`src/rtl/pipe_ctrl.sv`:
```
// -----------------------------------------------------------------------------
// pipe_ctrl
//
// Pipeline control unit for the in-order 5-stage core (IF, ID, EXE, MEM, WB).
// It sits beside the stage registers and makes four decisions every cycle:
//   - RAW hazard detection at ID against a small scoreboard of in-flight
//     register writes. A hazard holds PC and IF_ID and bubbles ID_EXE.
//   - Wrong-path squash when EXE resolves a taken branch.
//   - Clean HALT sequencing. Fetch stops, the pipe drains, then halt is raised.
//   - A saturating count of hazard-stall cycles.
//
// Handshake semantics: there is no valid/ready pair on this block. id_valid
// qualifies every id_* field in the same cycle. The instruction in ID is
// consumed (issued) on a rising edge when id_valid=1, no hazard, no taken
// branch, and state=RUN. Otherwise it stays in ID and is either held
// (stall_if=1) or squashed (flush_if_id=1).
//
// Ports
//   clk, rst            clock; synchronous active-high reset
//   id_valid            ID holds a real instruction
//   id_rs1/_en          source 1 address / source 1 is read
//   id_rs2/_en          source 2 address / source 2 is read
//   id_rd/_en           destination address / instruction writes id_rd
//   id_halt             ID instruction is HALT
//   exe_br_taken        EXE resolved a taken branch this cycle
//   stall_if            hold PC and IF_ID
//   bubble_exe          load a NOP into ID_EXE
//   flush_if_id         squash IF_ID contents
//   flush_id_exe        squash ID_EXE input
//   fetch_en            IF may fetch
//   halt                pipeline drained, core halted (registered)
//   state               0 = RUN, 1 = DRAIN, 2 = HALTED (FSM debug view)
//   stall_cnt           saturating count of hazard-stall cycles
// -----------------------------------------------------------------------------
module pipe_ctrl #(
   parameter int REG_ADDR_LEN = 5,
   parameter int WB_DEPTH     = 3,
   parameter int ZERO_REG     = 1,
   parameter int CNT_W        = 16
) (
   input  logic                    clk,
   input  logic                    rst,
   input  logic                    id_valid,
   input  logic [REG_ADDR_LEN-1:0] id_rs1,
   input  logic                    id_rs1_en,
   input  logic [REG_ADDR_LEN-1:0] id_rs2,
   input  logic                    id_rs2_en,
   input  logic [REG_ADDR_LEN-1:0] id_rd,
   input  logic                    id_rd_en,
   input  logic                    id_halt,
   input  logic                    exe_br_taken,
   output logic                    stall_if,
   output logic                    bubble_exe,
   output logic                    flush_if_id,
   output logic                    flush_id_exe,
   output logic                    fetch_en,
   output logic                    halt,
   output logic [1:0]              state,
   output logic [CNT_W-1:0]        stall_cnt
);

   localparam int DCNT_W = (WB_DEPTH > 1) ? $clog2(WB_DEPTH) : 1;

   typedef enum logic [1:0] {
      ST_RUN    = 2'd0,
      ST_DRAIN  = 2'd1,
      ST_HALTED = 2'd2
   } state_t;

   // ---------------------------------------------------------------------------
   // State
   // ---------------------------------------------------------------------------
   state_t                  r_state;
   state_t                  w_state_nxt;
   logic [DCNT_W-1:0]       r_drain_cnt;
   logic [DCNT_W-1:0]       w_drain_cnt_nxt;
   logic                    r_drain_first;
   logic                    w_drain_first_nxt;
   logic                    r_halt;
   logic [CNT_W-1:0]        r_stall_cnt;

   // Scoreboard: entry 0 is the instruction now in EXE, the last entry is in WB.
   logic [WB_DEPTH-1:0]     r_sb_vld;
   logic [REG_ADDR_LEN-1:0] r_sb_addr [WB_DEPTH];

   // ---------------------------------------------------------------------------
   // Hazard detection
   // ---------------------------------------------------------------------------
   logic w_hit_rs1;
   logic w_hit_rs2;
   logic w_rs1_live;
   logic w_rs2_live;
   logic w_hz;
   logic w_issue;
   logic w_sb_load;

   // The WB entry is deliberately not searched. The register file is written
   // in the first half of the cycle, so ID already reads the new value.
   always_comb begin
      w_hit_rs1 = 1'b0;
      w_hit_rs2 = 1'b0;
      for (int i = 0; i < WB_DEPTH - 1; i++) begin
         if (r_sb_vld[i] && (r_sb_addr[i] == id_rs1)) w_hit_rs1 = 1'b1;
         if (r_sb_vld[i] && (r_sb_addr[i] == id_rs2)) w_hit_rs2 = 1'b1;
      end
   end

   // With a hardwired zero register, reading x0 can never depend on anything.
   assign w_rs1_live = id_rs1_en & ~((ZERO_REG != 0) && (id_rs1 == '0));
   assign w_rs2_live = id_rs2_en & ~((ZERO_REG != 0) && (id_rs2 == '0));

   assign w_hz    = id_valid & ((w_rs1_live & w_hit_rs1) | (w_rs2_live & w_hit_rs2));
   assign w_issue = id_valid & ~w_hz & ~exe_br_taken & (r_state == ST_RUN);

   // HALT travels down the pipe as a non-writer regardless of id_rd_en.
   assign w_sb_load = w_issue & id_rd_en & ~id_halt;

   // ---------------------------------------------------------------------------
   // Scoreboard shift register
   // ---------------------------------------------------------------------------
   always_ff @(posedge clk) begin
      if (rst) begin
         r_sb_vld <= '0;
         for (int i = 0; i < WB_DEPTH; i++) r_sb_addr[i] <= '0;
      end else begin
         r_sb_vld[0]  <= w_sb_load;
         r_sb_addr[0] <= id_rd;
         for (int i = 1; i < WB_DEPTH; i++) begin
            r_sb_vld[i]  <= r_sb_vld[i-1];
            r_sb_addr[i] <= r_sb_addr[i-1];
         end
      end
   end

   // ---------------------------------------------------------------------------
   // FSM: state register
   // ---------------------------------------------------------------------------
   always_ff @(posedge clk) begin
      if (rst) begin
         r_state       <= ST_RUN;
         r_drain_cnt   <= '0;
         r_drain_first <= 1'b0;
         r_halt        <= 1'b0;
      end else begin
         r_state       <= w_state_nxt;
         r_drain_cnt   <= w_drain_cnt_nxt;
         r_drain_first <= w_drain_first_nxt;
         r_halt        <= (w_state_nxt == ST_HALTED);
      end
   end

   // ---------------------------------------------------------------------------
   // FSM: next state and control outputs
   // ---------------------------------------------------------------------------
   logic w_stall_if;
   logic w_bubble_exe;
   logic w_flush_if_id;
   logic w_flush_id_exe;
   logic w_fetch_en;

   always_comb begin
      w_state_nxt       = r_state;
      w_drain_cnt_nxt   = r_drain_cnt;
      w_drain_first_nxt = 1'b0;
      w_stall_if        = 1'b0;
      w_bubble_exe      = 1'b0;
      w_flush_if_id     = 1'b0;
      w_flush_id_exe    = 1'b0;
      w_fetch_en        = 1'b1;

      case (r_state)
         ST_RUN: begin
            // A taken branch outranks a stall: the stalled instruction is
            // on the wrong path, so it is squashed rather than held.
            w_stall_if     = w_hz & ~exe_br_taken;
            w_bubble_exe   = w_hz | exe_br_taken;
            w_flush_if_id  = exe_br_taken;
            w_flush_id_exe = exe_br_taken;
            if (w_issue && id_halt) begin
               w_state_nxt       = ST_DRAIN;
               w_drain_cnt_nxt   = DCNT_W'(WB_DEPTH - 1);
               w_drain_first_nxt = 1'b1;
            end
         end

         ST_DRAIN: begin
            // Whatever was fetched behind HALT is squashed; nothing issues.
            w_fetch_en    = 1'b0;
            w_flush_if_id = 1'b1;
            w_bubble_exe  = 1'b1;
            if (r_drain_first && exe_br_taken) begin
               // The HALT itself was wrong-path: resume at the branch target.
               w_state_nxt    = ST_RUN;
               w_fetch_en     = 1'b1;
               w_flush_id_exe = 1'b1;
            end else if (r_drain_cnt == '0) begin
               w_state_nxt = ST_HALTED;
            end else begin
               w_drain_cnt_nxt = r_drain_cnt - DCNT_W'(1);
            end
         end

         ST_HALTED: begin
            // Only rst leaves this state.
            w_fetch_en    = 1'b0;
            w_flush_if_id = 1'b1;
            w_bubble_exe  = 1'b1;
         end

         default: begin
            w_state_nxt = ST_RUN;
         end
      endcase
   end

   // ---------------------------------------------------------------------------
   // Saturating stall counter
   // ---------------------------------------------------------------------------
   always_ff @(posedge clk) begin
      if (rst) begin
         r_stall_cnt <= '0;
      end else if (w_stall_if && (r_stall_cnt != {CNT_W{1'b1}})) begin
         r_stall_cnt <= r_stall_cnt + CNT_W'(1);
      end
   end

   // ---------------------------------------------------------------------------
   // Outputs
   // ---------------------------------------------------------------------------
   assign stall_if     = w_stall_if;
   assign bubble_exe   = w_bubble_exe;
   assign flush_if_id  = w_flush_if_id;
   assign flush_id_exe = w_flush_id_exe;
   assign fetch_en     = w_fetch_en;
   assign halt         = r_halt;
   assign state        = r_state;
   assign stall_cnt    = r_stall_cnt;

endmodule

```
`config.mk`:
```
export PLATFORM = sky130hd
export DESIGN_NAME = pipe_ctrl
export DESIGN_NICKNAME = d
export VERILOG_FILES = /design/src/rtl/pipe_ctrl.sv
export SDC_FILE = /design/constraint.sdc
export NUM_CORES = 1
export LEC_CHECK = 0
export CAP_MARGIN = 20
export CORE_ASPECT_RATIO = 0.9
export CORE_UTILIZATION = 52
export DETAILED_ROUTE_END_ITERATION = 12
export PLACE_DENSITY = 0.88
export SLEW_MARGIN = 20
export SYNTH_ARGS = -nofsm -noshare
export SYNTH_HDL_FRONTEND = slang
export SYNTH_SLANG_ARGS = --single-unit
export TNS_END_PERCENT = 50
```
`constraint.sdc`:
```
create_clock -name clk -period 4.2 [get_ports clk]
set_input_delay 0.42 -clock clk [delete_from_list [all_inputs] [get_ports clk]]
set_output_delay 0.42 -clock clk [all_outputs]
set_load 0.02 [all_outputs]
```
==> results.yml <==
detailed_routing:
  antenna_left: 0
  wire_per_inst_um: 14.03
  drc: 0
  drt_first_pass_iters: 4
  routed_wl_mm: 4.167
  viasPerCell: 5.687
  via_count: 1689
  drtIter0Drc: 68
cells_and_area:
  final_cell_count_no_fill: 297
  drive_above_1_share_pct: 5.882
  nets: 283
  fin_area_sq_um: 2392
  fin_util_pct: 75.10
  syn_to_final_growth_pct: 32.32
  antenna_cells: 0
critical_path:
  start_kind: "input pin"
  end_kind: "primary output"
  path_class: "input pin to primary output"
  path_common_cell: "clkdlybuf4s50_1"
  cp.required_ns: 3.78
  rr_worst_depth: 8
  worst-path-stages: 7
  rr_endpoint: "stall_cnt[9]"
  cp.buffers_inverters: 2
  cpPeakStageDelay_ns: 0.62
  path_cells: "clkdlybuf4s50_1 > xor2_1 > nor4_1 > a32oi_1 > o22ai_2 > and2_1 > clkdlybuf4s50_1"
  cp_slowest_cell: "clkdlybuf4s50_1"
  worstPathMaxFanout: 12
  r2r_setup_slack_ns: 1.59
  cp_top_family: "buffers and inverters"
  cp_data_arrival_time_ns: 2.84
  worstReg2RegStart: "state[1]"
synth:
  syn_area_per_cell_sq_um: 8.651
  ys.flop_type: "dfxtp_1"
  yosysWarnings: 0
  synth.area.top_cells: "dfxtp_1 (38%), xor2_1 (8.7%), nor2b_1 (5.2%), a21oi_1 (5.0%), or4_1 (4.6%)"
  synth.cells.most_frequent: "dfxtp_1 (34), a21oi_1 (18), xor2_1 (18)"
  synthArstFlopShare_pct: 0
  synth_top_cell_area_share_pct: 37.65
  syn-cell-area_sq_um: 1808
  synth-edff-count: 0
  synth_most_common_cell: "dfxtp_1"
  synth_seq_cells: 34
  synth.net_count: 238
  yosys.area.top_type: "dfxtp_1"
  syn_inst: 209
  synth.distinct_cells: 37
  yosysSeqAreaShare_pct: 37.65
sta:
  period_share_pct: 77.70
  setup_viol: 0
  whs_ns: 0.4826
  rsz0062_at_grt: "no"
  skew_ns: 0.004354
  finalMaxSlewViolations: 0
  tightest_slew_ns: 0.5467
  slew_headroom_pct: 63.25
  fmax_mhz: 306.4
  timing.final.hold_violations: 0
  fin_setup_tns_ns: 0
  setup_slack_ns: 0.9364
  period_minus_slack_ns: 3.264
flow_run:
  cap_viol_max_count: 0
grt:
  grt_use_total_pct: 23.86
  grt_pass1_vias: 1505
  globalRouteOverflowTotal: 0
  grt_pass1_wl_mm: 6.762
  antenna_found_initial: 0
  grt_start_max_net_pins: 37
min_path:
  worstHoldPathType: "flop to flop"
  hold_end: "r_sb_vld[1]"
  min_from: "r_sb_vld[0]"
  hold_path_depth: 1
cts:
  cts_buffers: 5
  cts_resized: 0
  cts.sinks: 34
  cts_hold_buf: 0
  root_buffer: "clkbuf_8"
  clkLatencyLatePin_ns: 0.29
  post_cts_buffers: 0
  htreeDepth: 2
  path_clk_slew_ns: 0.07
  clockBufferDepth: 2
  tritoncts: "done"
floorplanning:
  core_sq_um: 3186
  start_util_pct: 56.76
  row_count: 19
  die-height_um: 57.94
  fp.dieArea_sq_um: 3717
  io_pins: 47
  die_x_um: 64.16
pwr:
  pwr_density_cell_nw_per_um2: 306.7
  finalPower_mw: 0.7338
  peakVddDrop_mv: 0.1719
  p_leak_nw: 0.8672
placed_design:
  dpl-instance-area_sq_um: 2282
  io_buffers: 46
  dp_slack_ns: 0.9590
  post-dp-hpwl_mm: 2.953
  dp_cells: 289
  gp_congestion: 0.8081
status:
  status: "finished, final reports clean"
state kept, by name, summed over array words and instances, names as in the netlist:
name and count:
halt 1, r_drain_cnt 2, r_drain_first 1, r_sb_addr 10, r_sb_vld 2, stall_cnt 16, state 2
layout by cell type (no fill, tap or decap), types with 2 or more instances in the layout:
| cell type | Yosys | routed |
|---|---|---|
| clkdlybuf4s50_1 | 0 | 46 |
| dfxtp_1 | 34 | 34 |
| xor2_1 | 18 | 18 |
| a21oi_1 | 18 | 18 |
| nor2_1 | 16 | 16 |
| nor2b_1 | 15 | 15 |
| nand2_1 | 12 | 12 |
| or4_1 | 11 | 11 |
| o31ai_1 | 9 | 9 |
| clkbuf_8 | 0 | 8 |
| inv_1 | 7 | 7 |
| o21ai_0 | 7 | 7 |
| nor4_1 | 6 | 6 |
| xnor2_1 | 6 | 6 |
| nand3_1 | 6 | 6 |
| ha_1 | 6 | 6 |
| and2_1 | 4 | 4 |
| nand4_1 | 3 | 3 |
| nand2b_1 | 3 | 3 |
| a32oi_1 | 2 | 2 |
| and3_1 | 2 | 2 |
| mux2i_1 | 2 | 2 |
power by group:
| group | internal, mW | total, mW | switching [mW] |
|---|---|---|---|
| Combinational | 0.0567 | 0.110 | 0.0535 |
| Sequential | 0.331 | 0.339 | 0.00793 |
| Clock | 0.166 | 0.285 | 0.119 |
| Total | 0.553 | 0.734 | 0.181 |
layout make-up:
class / count / area, sq um
inverter: 7 / 26.28
clock buffer: 8 / 110.1
tap: 42 / 52.55
multi-input combinational: 159 / 1055
fill: 262 / 793.3
sequential: 34 / 680.7
timing repair buffer: 47 / 467.9
worst max path at each step:
stage / to / startpoint
CTS: stall_if / id_rs1[1]
global route: stall_if / id_rs1[4]
global placement: stall_if / id_rs1[4]
finish: stall_if / id_rs1[4]
floorplan: stall_cnt[9] / state[1]
detailed placement: stall_if / id_rs1[1]
routing by layer:
| layer | share of wire [%] | vias to the layer above | GRT usage [%] |
|---|---|---|---|
| met1 | 47 | 808 | 29.69 |
| li1 | - | 833 | - |
| met3 | 5.2 | 6 | 6.890 |
| met5 | 0 | - | 0 |
| met2 | 47 | 42 | 40.12 |
| met4 | 1.2 | 0 | 7.619 |
cells by family (layout without fill, tap and decap cells):
group,after synthesis,after routing,synth area share [%]
multiplexers,3,3,1.730
AND/OR/NAND/NOR,84,84,26.02
AO/OA/AOI/OAI,42,42,14.81
flip-flops,34,34,37.65
adder cells (fa/ha/maj),6,6,4.152
XOR/XNOR,24,24,11.63
buffers and inverters,16,62,4.014
(Power assumes the default switching activity.)
